$ cat src/rtl/fetch_stage.sv
// fetch_stage: owns the fetch PC, issues credit-gated reads to a 1-cycle ROM and buffers the returned
// words in a head-registered FIFO feeding decode. Optional counters are built under FETCH_PERF_CNT_EN.

module fetch_stage #(
    parameter logic [11:0] RESET_PC  = 12'o4000,
    parameter int unsigned DEPTH     = 4,
    parameter logic [14:0] NOP_INSTR = 15'o30000
) (
    input  logic        clock,
    input  logic        rst,
    output logic        imem_rd_en,
    output logic [11:0] imem_addr,
    input  logic [14:0] imem_data,
    input  logic        ready_D,
    input  logic        br_taken,
    input  logic [11:0] br_target,
    input  logic        halt_E,
    input  logic [2:0]  fb_in,
    input  logic [2:0]  eb_in,
    output logic [14:0] instr_D,
    output logic [11:0] pc_D,
    output logic [2:0]  bits_FB,
    output logic [2:0]  bits_EB,
    output logic        valid_D,
    output logic        flush,
    output logic [31:0] perf_fetched,
    output logic [31:0] perf_bubbles
);

    localparam int unsigned AW = $clog2(DEPTH);
    localparam logic [AW+1:0] DEPTH_LIM = (AW+2)'(DEPTH);

    typedef struct packed {
        logic [14:0] instr;
        logic [11:0] pc;
        logic [2:0]  fb;
        logic [2:0]  eb;
    } entry_t;

    entry_t        mem [DEPTH];
    entry_t        head;
    logic [AW-1:0] rd_ptr;
    logic [AW-1:0] wr_ptr;
    logic [AW:0]   count;
    logic [AW+1:0] credit_used;
    logic [11:0]   fpc;
    logic [11:0]   issue_pc;
    logic          inflight;
    logic          halted;
    logic          flush_q;
    logic          push;
    logic          pop;

    // A read is only issued when a FIFO slot is guaranteed for its return word.
    always_comb begin
        credit_used = {1'b0, count} + {{(AW+1){1'b0}}, inflight};
        imem_rd_en  = !rst && !halted && !br_taken && (credit_used < DEPTH_LIM);
        imem_addr   = fpc;
        valid_D     = (count != '0);
        head        = mem[rd_ptr];
        instr_D     = valid_D ? head.instr : NOP_INSTR;
        pc_D        = valid_D ? head.pc    : '0;
        bits_FB     = valid_D ? head.fb    : '0;
        bits_EB     = valid_D ? head.eb    : '0;
        flush       = flush_q;
        // A word returning during a redirect cycle belongs to the old path and is dropped.
        push        = inflight && !br_taken;
        pop         = valid_D && ready_D && !br_taken;
    end

    always_ff @(posedge clock or posedge rst) begin
        if (rst) begin
            fpc      <= RESET_PC;
            issue_pc <= '0;
            rd_ptr   <= '0;
            wr_ptr   <= '0;
            count    <= '0;
            inflight <= 1'b0;
            halted   <= 1'b0;
            flush_q  <= 1'b0;
        end else begin
            flush_q  <= br_taken;
            inflight <= imem_rd_en;
            if (halt_E) begin
                halted <= 1'b1;
            end
            if (br_taken) begin
                fpc    <= br_target;
                rd_ptr <= '0;
                wr_ptr <= '0;
                count  <= '0;
            end else begin
                if (imem_rd_en) begin
                    fpc      <= fpc + 12'd1;
                    issue_pc <= fpc;
                end
                if (push) begin
                    wr_ptr <= wr_ptr + 1'b1;
                end
                if (pop) begin
                    rd_ptr <= rd_ptr + 1'b1;
                end
                case ({push, pop})
                    2'b10:   count <= count + 1'b1;
                    2'b01:   count <= count - 1'b1;
                    default: count <= count;
                endcase
            end
        end
    end

    always_ff @(posedge clock) begin
        if (push) begin
            mem[wr_ptr] <= {imem_data, issue_pc, fb_in, eb_in};
        end
    end

`ifdef FETCH_PERF_CNT_EN
    always_ff @(posedge clock or posedge rst) begin
        if (rst) begin
            perf_fetched <= '0;
            perf_bubbles <= '0;
        end else begin
            if (pop) begin
                perf_fetched <= perf_fetched + 32'd1;
            end
            if (!valid_D && !halted) begin
                perf_bubbles <= perf_bubbles + 32'd1;
            end
        end
    end
`else
    assign perf_fetched = '0;
    assign perf_bubbles = '0;
`endif

endmodule

$ cat config.mk
export PLATFORM = sky130hd
export DESIGN_NAME = fetch_stage
export DESIGN_NICKNAME = d
export VERILOG_FILES = /design/src/rtl/fetch_stage.sv
export SDC_FILE = /design/constraint.sdc
export NUM_CORES = 1
export LEC_CHECK = 0
export CAP_MARGIN = 40
export CORE_MARGIN = 10
export CORE_UTILIZATION = 45
export DETAILED_ROUTE_END_ITERATION = 10
export PLACE_DENSITY = 0.72
export SYNTH_ARGS = -nofsm -noshare
export SYNTH_HDL_FRONTEND = slang
export SYNTH_SLANG_ARGS = --single-unit
$ cat constraint.sdc
create_clock -name clock -period 2.4 [get_ports clock]
set_input_delay 0.24 -clock clock [delete_from_list [all_inputs] [get_ports clock]]
set_output_delay 0.24 -clock clock [all_outputs]
set_load 0.005 [all_outputs]
==> results.rst <==
.. list-table::
   :header-rows: 1

   * - Metric
     - Value
   * - Post-Synthesis Mean Instance Area
     - 16.0 µm²
   * - P&R area growth vs syn
     - 24.5%
   * - Worst Hold Slack
     - 78.0 ps
   * - Worst Clk Skew
     - 7.53 ps
   * - Number of synthesized register bits
     - 166
   * - Post-synth EDFFs
     - 132
   * - Leading cell types by count after synthesis
     - 132 x edfxtp_1, 65 x buf_4, 36 x and2_1, 33 x dfrtp_1, 33 x mux4_2
   * - Routability congestion estimate from global placement
     - 0.760
   * - Placed cells
     - 749
   * - Number of antenna violations at the first check in global routing
     - 0
   * - Area of all sequential standard cells
     - 4820 µm²
   * - Power Total
     - 6800 µW
   * - Hold Fails Final Rpt
     - 0
   * - Placeable Area
     - 15800 µm²
   * - Row Count
     - 46
   * - R2R depth
     - 6
   * - Warnings, synthesis
     - 0
   * - Chip Width
     - 146 µm
   * - Area share of the largest cell type after synthesis
     - 0.551
   * - Global-route total usage across every layer
     - 0.136
   * - Wire length of the first global-routing pass
     - 23100 µm
   * - Fraction of registers with async set or reset after synthesis
     - 0.205
   * - Number of global-route vias before repair
     - 4296
   * - Share of power burned in the clock network
     - 0.410
   * - Seq/Total Area, Yosys
     - 0.670
   * - Number of I/O port buffers
     - 85
   * - Wire length reported by the detailed router
     - 14800 µm
   * - Violated checks
     - setup timing
   * - Buffers plus inverters on the worst setup path
     - 3
   * - Setup repair after global routing missed its margin
     - yes
   * - Least setup slack across all paths after layout
     - -16.7 ps
   * - Remaining routing DRC violations
     - 0
   * - 1st-pass router iterations
     - 4
   * - Fraction of layout cells with a size suffix above 1
     - 0.199
   * - Family with the most delay on the worst path
     - buffers and inverters
   * - Pin count of the biggest net entering global routing
     - 32
   * - Maximum ir drop on the vdd rail
     - 513 µV
   * - Cell at the root of the clock tree
     - clkbuf_16
   * - Data required time at the worst endpoint
     - 2160 ps
   * - Sw Ratio
     - 0.216
   * - Cell Pwr Density
     - 759 nW/µm²
   * - Die footprint
     - 21400 µm²
   * - Area of combinational cells with multiple inputs
     - 2000 µm²
   * - Post-DP HPWL
     - 9650 µm
   * - Total Nets Final
     - 611
   * - Highest net fanout along the worst path
     - 6
   * - Remaining antenna violation count after routing
     - 0
   * - # setup viols final
     - 1
   * - Total I/O pin count
     - 150
   * - Cell-by-cell trace of the critical path
     - buf_4 > buf_12 > mux4_2 > and2_1 > dlygate4sd2_1
   * - Cell internal power dissipation
     - 5330 µW
   * - Levels on crit path
     - 5
   * - Worst Path Class, Setup
     - flip-flop to primary output
   * - Starting density of the core
     - 0.456
   * - Buffer depth of the longest clock path
     - 2
   * - Level count of the clock H-tree
     - 4
   * - Nature of the critical path endpoint
     - primary output
   * - Instance count of the mapped netlist
     - 450
   * - Net Switching
     - 1470 µW
   * - Worst EP arrival
     - 2180 ps
   * - Iteration-0 DRC count of the detailed router
     - 180
   * - Final Max Slew Viols
     - 0
   * - Average routed wire per standard cell
     - 18.6 µm
   * - Clock Sinks
     - 166
   * - Leading post-synthesis cells by cell area
     - edfxtp_1 55%, dfrtp_1 11%, mux4_2 10%, buf_4 6.8%, and2_1 3.1%
   * - Most frequently used cell type in the post-synthesis netlist
     - edfxtp_1
   * - CTS tree
     - yes
   * - Clock latency on the worst-skew pair
     - 430 ps
   * - Leftover overflow at the end of global routing
     - 0
   * - Height of the die
     - 146 µm
   * - F_max
     - 414 MHz
   * - Final critical delay including setup and external delays
     - 2420 ps
   * - Class of the tightest hold or removal check
     - input port to asynchronous set/reset pin
   * - Combinational power share
     - 0.116
   * - Filler instances
     - 1237
   * - Final standard cell count with taps included and fillers excluded
     - 795
   * - Max Cap Viol
     - 0
   * - # diodes
     - 0
   * - Cell area after technology mapping
     - 7190 µm²
   * - Post-route fraction of the period consumed by the critical path
     - 1.01
   * - Number of hold buffers added after cts
     - 0
   * - Slowest stage cell, crit path
     - mux4_2
   * - Outcome
     - complete, but fails checks
   * - Sort of element at the start of the critical path
     - flip-flop
   * - Biggest area consumer among synthesized cells
     - edfxtp_1
   * - Via-per-instance ratio
     - 4.94
   * - Maximum single-stage delay on the critical path
     - 530 ps
   * - Number of distinct library cells after synthesis
     - 47
   * - Most common flop cell mapped by yosys
     - edfxtp_1
   * - Vias post-DR
     - 3929
   * - Number of CTS-inserted buffers
     - 17
   * - Static leakage
     - 0.00345 µW
   * - Share of power burned in registers
     - 0.474
   * - Clock slew at reported path FFs
     - 60 ps
==> worst paths after layout <==
path	startpoint	to	slack, ps
min reg2reg	issue_pc[1]$_DFFE_PP0P_	mem[3][7]$_DFFE_PP_	530
max reg2reg	count[0]$_DFFE_PP0P_	count[2]$_DFFE_PP0P_	430
min in group clock	br_target[0]	imem_addr[0]$_DFFE_PP0P_	370
max	rd_ptr[0]$_DFFE_PP0P_	pc_D[8]	-20
min	rst	halted$_DFFE_PP0P_	80
max in group asynchronous	rst	rd_ptr[0]$_DFFE_PP0P_	1700
==> worst register-to-register path: stages (launching register included) <==
cell and delay [ps]:
dfrtp_2 470, o31ai_4 400, nor3_1 110, fa_1 390, and3_1 180, o21ai_0 120, nor3b_1 210
==> final cells by class <==
type	instances	share of cell area
well taps	216	0.0302
clock inverters	14	0.0205
clock buffers	17	0.0475
multi-input cells	254	0.223
flip-flops and latches	166	0.538
repair buffers	119	0.137
inverters	9	0.00377
==> cell families after synthesis <==
family | synth area share
xor+xnor | 0.00609
compound gates | 0.0301
buf+inv | 0.0877
mux | 0.112
simple gates | 0.0828
flops | 0.670
fa+ha+maj | 0.0115
other cells | 0.000521
==> flip-flops by register name, indices dropped and copies added (netlist names) <==
signal	count
count	3
flush	1
halted	1
imem_addr	12
inflight	1
issue_pc	12
mem	132
rd_ptr	2
wr_ptr	2
==> through the flow <==
step            util  worst slack [ps]  setup TNS [ps]  cell area [µm²]
6_report       0.568             -16.7           -16.7             8960
5_1_grt        0.568             -75.6            -698             8960
4_1_cts        0.561              -134            -502             8850
3_5_place_dp   0.519               241               0             8180
3_3_place_gp   0.519               292               0             8180
2_1_floorplan      -               498               0             7430
==> repair_timing <==
item                       CTS  global route
setup endpoints to repair   34            18
setup buffers                6             8
cloned                       1             1
gates resized for setup     35            11
==> layer usage <==
metal  wire length (µm)  track usage  vias up
met5                  0            0        -
li1                   -            -     1775
met4                246       0.0516        0
met3               1140       0.0516       22
met1               6130        0.165     1961
met2               7240        0.218      171
==> placed cells by master, fill, tap and decap left out, types with 7 or more instances in the layout <==
master / count
and2_1: 32
buf_12: 7
buf_4: 21
clkbuf_16: 18
clkdlybuf4s50_1: 53
conb_1: 64
dfrtp_1: 30
dlygate4sd2_1: 24
edfxtp_1: 132
inv_1: 8
mux4_2: 33
nand2_1: 32
nand3_1: 10
nor2_1: 9
o21ai_0: 8
==> power groups by stage <==
stage          clock network [µW]  registers (µW)  logic, µW
4_1_cts                      2840            3220        748
2_1_floorplan                   0            3250        433
3_5_place_dp                    0            3280        736
5_1_grt                      2950            3230        867
6_report                     2790            3220        788
3_3_place_gp                    0            3270        719
Power figures use the tool's default switching activity.
